===== config.mk =====
export PLATFORM = sky130hd
export DESIGN_NAME = voice_allocator
export DESIGN_NICKNAME = d
export VERILOG_FILES = /design/src/rtl/voice_allocator.sv
export SDC_FILE = /design/constraint.sdc
export NUM_CORES = 1
export LEC_CHECK = 0
export CORE_MARGIN = 2
export CORE_UTILIZATION = 44
export DETAILED_ROUTE_END_ITERATION = 16
export HOLD_SLACK_MARGIN = 0.15
export PLACE_DENSITY = 0.63
export SYNTH_ARGS = -nofsm -noshare
export SYNTH_HDL_FRONTEND = slang
export SYNTH_SLANG_ARGS = --single-unit

===== constraint.sdc =====
create_clock -name clock_50_000_000 -period 15.1 [get_ports clock_50_000_000]
set_input_delay 1.51 -clock clock_50_000_000 [delete_from_list [all_inputs] [get_ports clock_50_000_000]]
set_output_delay 1.51 -clock clock_50_000_000 [all_outputs]
set_load 0.1 [all_outputs]

===== src/rtl/voice_allocator.sv =====
// voice_allocator: polyphonic voice allocator for decoded MIDI note messages.
// Ports: clock_50_000_000/reset_l (sync, active-low); message + message_ready (1-cycle qualifier);
// voice_gate/voice_note/voice_velocity/voice_trigger per voice; busy (LOOKUP/COMMIT); overrun (sticky).

package MIDI;
  localparam logic [3:0] NOTE_OFF = 4'h8;
  localparam logic [3:0] NOTE_ON  = 4'h9;

  typedef struct packed {
    logic [3:0] message_type;  // status high nibble
    logic [3:0] channel;       // ignored: allocator is omni
    logic [6:0] data_byte1;    // note number
    logic [6:0] data_byte2;    // velocity
  } message_t;
endpackage

module voice_allocator #(
  parameter int NUM_VOICES = 8,
  parameter int AGE_W      = 8
) (
  input  logic                             clock_50_000_000,
  input  logic                             reset_l,
  input  MIDI::message_t                   message,
  input  logic                             message_ready,
  output logic [NUM_VOICES-1:0]            voice_gate,
  output logic [NUM_VOICES-1:0][6:0]       voice_note,
  output logic [NUM_VOICES-1:0][6:0]       voice_velocity,
  output logic [NUM_VOICES-1:0]            voice_trigger,
  output logic                             busy,
  output logic                             overrun
);

  localparam int IDX_W = $clog2(NUM_VOICES);
  localparam logic [AGE_W-1:0] AGE_MAX = '1;

  typedef enum logic [1:0] {IDLE, LOOKUP, COMMIT} state_t;

  state_t                         state, state_next;
  MIDI::message_t                 msg;
  logic [IDX_W-1:0]               target, target_next;
  logic [NUM_VOICES-1:0][AGE_W-1:0] age;

  logic                           is_on, is_off;
  logic                           hit_found, free_found;
  logic [IDX_W-1:0]               hit_idx, free_idx, old_idx;
  logic [AGE_W-1:0]               old_age;

  // Velocity-0 NOTE_ON is a release, as in running-status MIDI streams.
  assign is_on  = (msg.message_type == MIDI::NOTE_ON) && (msg.data_byte2 != 7'd0);
  assign is_off = (msg.message_type == MIDI::NOTE_OFF) ||
                  ((msg.message_type == MIDI::NOTE_ON) && (msg.data_byte2 == 7'd0));

  assign busy = (state != IDLE);

  always_comb begin
    state_next = state;
    case (state)
      IDLE:    if (message_ready) state_next = LOOKUP;
      LOOKUP:  state_next = COMMIT;
      COMMIT:  state_next = IDLE;
      default: state_next = IDLE;
    endcase
  end

  // Target search. Scanning high-to-low lets the lowest matching index win.
  // Retrigger takes precedence so a note can never hold two gated voices.
  always_comb begin
    hit_found  = 1'b0;
    hit_idx    = '0;
    free_found = 1'b0;
    free_idx   = '0;
    for (int i = NUM_VOICES - 1; i >= 0; i--) begin
      if (voice_gate[i] && (voice_note[i] == msg.data_byte1)) begin
        hit_found = 1'b1;
        hit_idx   = IDX_W'(i);
      end
      if (!voice_gate[i]) begin
        free_found = 1'b1;
        free_idx   = IDX_W'(i);
      end
    end
    // Steal only happens when every voice is gated, so all ages are live.
    // Strict '>' keeps ties on the lowest index.
    old_idx = '0;
    old_age = age[0];
    for (int i = 1; i < NUM_VOICES; i++) begin
      if (age[i] > old_age) begin
        old_age = age[i];
        old_idx = IDX_W'(i);
      end
    end
    if (hit_found)       target_next = hit_idx;
    else if (free_found) target_next = free_idx;
    else                 target_next = old_idx;
  end

  always_ff @(posedge clock_50_000_000) begin
    if (!reset_l) begin
      state          <= IDLE;
      msg            <= '0;
      target         <= '0;
      voice_gate     <= '0;
      voice_note     <= '0;
      voice_velocity <= '0;
      voice_trigger  <= '0;
      age            <= '0;
      overrun        <= 1'b0;
    end else begin
      state         <= state_next;
      voice_trigger <= '0;

      if (message_ready) begin
        if (state == IDLE) msg     <= message;
        else               overrun <= 1'b1;
      end

      if (state == LOOKUP) target <= target_next;

      if (state == COMMIT) begin
        if (is_on) begin
          for (int i = 0; i < NUM_VOICES; i++) begin
            if (IDX_W'(i) == target) begin
              voice_gate[i]     <= 1'b1;
              voice_note[i]     <= msg.data_byte1;
              voice_velocity[i] <= msg.data_byte2;
              age[i]            <= '0;
            end else if (voice_gate[i] && (age[i] != AGE_MAX)) begin
              age[i] <= age[i] + 1'b1;
            end
          end
          voice_trigger[target] <= 1'b1;
        end else if (is_off) begin
          // Note and velocity stay put so the envelope can release on them.
          for (int i = 0; i < NUM_VOICES; i++) begin
            if (voice_note[i] == msg.data_byte1) voice_gate[i] <= 1'b0;
          end
        end
      end
    end
  end

endmodule


[After elaboration in Yosys (flattened, before gate mapping)]
Index checks and enable logic that the tools add are counted.
Operators by class
  add/sub/neg operators: 8
  multiply operators: 0
  divide/modulo/power cells: 0
  magnitude comparators: 9
  equality and inequality tests: 36
  shift operators: 0
  multiplexer cells: 85
  bitwise gates (word level): 1
  reductions and logical operators: 69
Operators by type and width (number)
  $mux W8: 24
  $mux W3: 24
  $add A8 B1 Y8 const B: 8
  $ne A8 B8 Y1 const B: 8
  $eq A7 B7 Y1: 8
  $gt A8 B8 Y1: 7
  $reduce_and A3 Y1: 17
  $reduce_bool A2 Y1: 18
  $mux W1: 34
  $reduce_and A4 Y1: 8
  $logic_and A1 B1 Y1: 19
  $ne A2 B1 Y1 const B: 8
  $eq A3 B3 Y1 const A: 4
  $eq A4 B4 Y1 const B: 2
  $logic_not A7 Y1: 1
  $reduce_bool A7 Y1: 1
  $eq A2 B3 Y1 const A: 2
  $lt A3 B4 Y1 const B: 1
  $pmux W2 S2: 1
  $reduce_and A2 Y1: 2
  $demux W1 S3: 1
  $eq A1 B3 Y1 const A: 1
  $ge A3 B1 Y1 const B: 1
  $logic_not A3 Y1: 1
  other kinds (7): 7
Word-level totals
  register bits after elaboration: 216
  bits in latches: 0
  bits in writable memories: 0
  bits in read-only memories: 0
  input port bits: 25
  output and inout port bits: 130
  word-level logic and storage cells: 247
  memories: 0

[Depth between registers and ports, before layout]
  depth in word-level cells: 16
  mapped depth: 76
  gate-level depth less buffers: 71

[Worst setup path before layout]
Ideal clock, no wire load.
  path kind: register -> register
  start: register age[5] (netlist name)
  end: register target[1]
  setup time: 127 ps
  data arrival time: 12618 ps
  required time: 14973 ps
  slack: 2355 ps
  cell stages (with the launch flop): 72
  path buffers: 5
  clock period less this slack: 12745 ps
  cell sequence: dfxtp_1 -> inv_1 -> ha_1 -> a211o_1 -> a21oi_4 -> nand3_2 -> nand2_1 -> mux2i_1 -> ha_1 -> a21o_1 -> a31oi_1 -> o21ai_0 -> a221o_2 -> nand2_1 -> clkbuf_1 -> nor2_1 -> a21oi_1 -> inv_1 -> [36 not listed] -> a21oi_1 -> clkbuf_1 -> clkbuf_1 -> nand2_1 -> o221a_2 -> ha_1 -> nor2b_1 -> o21a_1 -> o21ai_0 -> nand2b_1 -> a21oi_1 -> nor2_1 -> a211oi_1 -> a21oi_1 -> nor2_1 -> nor2_1 -> a311oi_1 -> a21oi_1
On the way
  longest elaborated chain between the ends: 16
  elaborated cells between the ends (all ways): 21
  classes of those cells: 7 x order compare; 14 x mux
Ends and longest elaborated chain
  start: declaration: RTL line 41  | logic [NUM_VOICES-1:0][AGE_W-1:0] age;
  start signal: indexed assignment: RTL line 128  | age[i] <= age[i] + 1'b1;
  $gt A8 B8 Y1: RTL line 87  | if (age[i] > old_age) begin
  $mux W8 (*): RTL line 87
  $gt A8 B8 Y1: RTL line 87
  $mux W8: RTL line 87
  $gt A8 B8 Y1: RTL line 87
  $mux W8: RTL line 87
  $gt A8 B8 Y1: RTL line 87
  $mux W8: RTL line 87
  $gt A8 B8 Y1: RTL line 87
  $mux W8: RTL line 87
  $gt A8 B8 Y1: RTL line 87
  $mux W8: RTL line 87
  $gt A8 B8 Y1: RTL line 87
  $mux W3 (*): RTL line 87
  $mux W3 (*): RTL line 93  | else if (free_found) target_next = free_idx;
  $mux W3 (*): RTL line 92  | if (hit_found) target_next = hit_idx;
  end signal: assignment: RTL line 117  | if (state == LOOKUP) target <= target_next;
  end: declaration: RTL line 40  | logic [IDX_W-1:0] target, target_next;
Mark *: on every way between the ends. The rest lies on a longest branch, timed or not.
A chain may end at the register's enable or synchronous reset.

[Worst setup path in the final report]
  start: register age[5] (netlist name)
  end: register target[2]
On the way
  longest elaborated chain between the ends: 16
  elaborated cells between the ends (all ways): 20
  classes of those cells: 7 x order compare; 13 x mux
Ends and longest elaborated chain (RTL line)
  $gt A8 B8 Y1: 87
  $mux W8 (*): 87
  $gt A8 B8 Y1: 87
  $mux W8 (*): 87
  $gt A8 B8 Y1: 87
  $mux W8: 87
  $gt A8 B8 Y1: 87
  $mux W8: 87
  $gt A8 B8 Y1: 87
  $mux W8: 87
  $gt A8 B8 Y1: 87
  $mux W8: 87
  $gt A8 B8 Y1: 87
  $mux W3 (*): 87
  $mux W3 (*): 93
  $mux W3 (*): 92
Marks and branches as above.

==> metrics <==
static leakage=4.93 nW; nets@finish=1647; Final Cell Area=13800 um^2; Root Buffer Master=clkbuf_16; TritonCTS clock tree=built; Die W=164 um; Final Max Tran Viols=0; # hold bufs at CTS=0; Clock Pin Slew Worst Setup and Hold Paths=60 ps; fraction of layout cells with a size suffix above 1=0.0527; CP most frequent cell=a21oi_1; core area=25200 um^2; CTS max path bufs=3; Seq cells post-synth=216; Max Freq=71.7 MHz; min Tclk post-route=13950 ps; type of the worst setup path=flip-flop to flip-flop; final period utilization=0.924; I/O Pins=155; Netlist Area Pre-Place=11300 um^2; Slew HR=0.243; Yosys Warn Count=0; CTS H-tree lvls=1; sequential share of the synthesized area=0.383; Synth Instances=1453; final hold slack=454 ps; antenna viol nets, final=0; Final setup viols=0; cell family with the largest share of critical-path delay=compound AO/OA/AOI/OAI gates; Max Cap Violations=0; setup_tns=0 ps; final clock skew=8.04 ps; die area=27000 um^2; WP data required=15530 ps; Syn Nets=1538; vias=10300; pre-CTS setup slack=651 ps; Post-Route WL=32600 um; Fin. Hold Viols=0; Row Count=58; P per Cell Area=89.5 nW/um^2; r2r startpoint=age[5]; Total GRT Usage=0.239; dpl hpwl=22800 um; Crit path arrival time=14380 ps; DRT Pass-1 Iters=5; Die H=164 um; Critical path origin=age[5]; placed cell area=13000 um^2; diode count=0; worst skew pair latency=540 ps; DRT iter0 DRCs=583; Routed WL per cell=17.1 um; total global routing overflow=0; CTS Buf Count=25; Reg area=4320 um^2; Worst Hold Class=flip-flop to flip-flop; largest net degree at the start of global routing=101; Power Total=0.00124 W; CP max FO=21; Slew @ Worst Pin=1130 ps; Slowest cell on crit path=or3b_2; ys flop type=dfxtp_1; fin worst setup slack=1150 ps; EDFF count, synth=0; Syn Area/Cell=7.77 um^2; vias per cell=5.38; min-delay src=voice_velocity[16]; Synth async-reset ratio=0; peak supply drop=0.0759 mV; Startpoint Class=flip-flop; fillcell total=2349; vias in the first global route=9813; multi-input logic area=6510 um^2; DRC viols=0; global-route wire length before repair=51600 um; outcome=finished, final reports clean; Distinct cells, synth=67; Crit path buffers/inverters=6; initial antenna violation count=0; area delta synth->final=22.2%; RSZ-0062 raised after global routing=false; Num Clock Sinks=216; Placer Congestion=0.878; Largest stage delay, worst path=460 ps; CP Capture Type=flip-flop; Initial Utilization=0.449; port buffer count=150
-- routing by layer --
| metal | GRT usage | share of wire | vias to the layer above | wire (um) |
|---|---|---|---|---|
| met4 | 0.0518 | 0.018 | 0 | 581 |
| met2 | 0.396 | 0.46 | 239 | 14900 |
| met3 | 0.0679 | 0.076 | 38 | 2490 |
| met5 | 0 | 0 | - | 0 |
| li1 | - | - | 5172 | - |
| met1 | 0.309 | 0.45 | 4802 | 14600 |
-- worst reg2reg max path: cells and delay by family, from the launching register on --
family	cells	cell delay, ps
simple gates	16	2920
compound gates	34	6690
mux	3	920
buf+inv	6	870
fa+ha+maj	7	2050
flops	1	410
-- report_power, final --
group | switching [W] | leakage [nW] | internal, W
Clock | 0.000240 | 0.387 | 0.000357
Sequential | 0.0000150 | 1.74 | 0.000574
Combinational | 0.0000308 | 2.80 | 0.0000183
Total | 0.000286 | 4.93 | 0.000949
-- Yosys cell counts, types with 9 or more instances --
cell type / n / area [um^2]
nor2_1: 95 / 357
and3_1: 9 / 56.3
nor4_1: 9 / 56.3
or2_2: 9 / 56.3
ha_1: 60 / 751
mux2i_1: 24 / 240
clkbuf_1: 71 / 267
xnor2_1: 42 / 368
dfxtp_1: 216 / 4320
inv_1: 45 / 169
nand4_1: 37 / 231
or3_1: 20 / 125
xor2_1: 51 / 447
nand3_1: 31 / 155
a21o_1: 10 / 75.1
o21ai_0: 46 / 230
a21oi_1: 197 / 986
nand2_1: 335 / 1260
nand2b_1: 26 / 163
-- area by class of cell --
class / instances / share of cell area
clock buffer: 36 / 0.0512
clock inverter: 4 / 0.00616
inverter: 46 / 0.0127
multi-input combinational: 1111 / 0.472
sequential: 216 / 0.313
tap: 330 / 0.0299
timing repair buffer: 162 / 0.115
-- path summary, 6_finish.rpt --
check,endpoint,slack [ps],cells after the start
setup / recovery,target[2],1150,66
hold / removal,voice_velocity[16],450,2
setup reg to reg,target[2],1150,66
hold reg to reg,voice_velocity[16],450,2
-- stage by stage --
stage	utilization	std cells
detailed placement	0.515	1863
global placement	0.515	1863
global route	0.548	1905
finish	0.548	1905
floorplan	-	1453
CTS	0.547	1903
-- what timing repair did --
action                     in CTS  in global routing
gates resized for setup         0                  7
buffers inserted                0                  2
setup endpoints to repair       0                  3
-- logic make-up after synthesis --
kind of cell,Yosys count,synth area share
adders and majority gates,60,0.0665
muxes,29,0.0266
AOI/OAI and AO/OA,324,0.171
and+or+nand+nor,605,0.239
DFF,216,0.383
buffers and inverters,126,0.0428
xor gates and xnor gates,93,0.0721
-- flip-flops by register name (all words and copies together), names as in the netlist --
name	cells
voice_note	56
voice_trigger	8
target	3
voice_gate	8
age	64
msg	18
overrun	1
state	2
voice_velocity	56
-- cell usage in the layout, fill, tap and decap left out, drive strengths merged, types with 8 or more instances in the layout --
cell type	count
a211oi	8
a21boi	8
a21o	10
a21oi	198
and3	9
buf	12
clkbuf	36
clkdlybuf4s50	150
dfxtp	216
ha	60
inv	47
mux2i	24
nand2	336
nand2b	26
nand3	32
nand4	37
nor2	95
nor4	9
o21ai	51
or2	10
or3	20
xnor2	42
xor2	51
(Power assumes the default switching activity.)
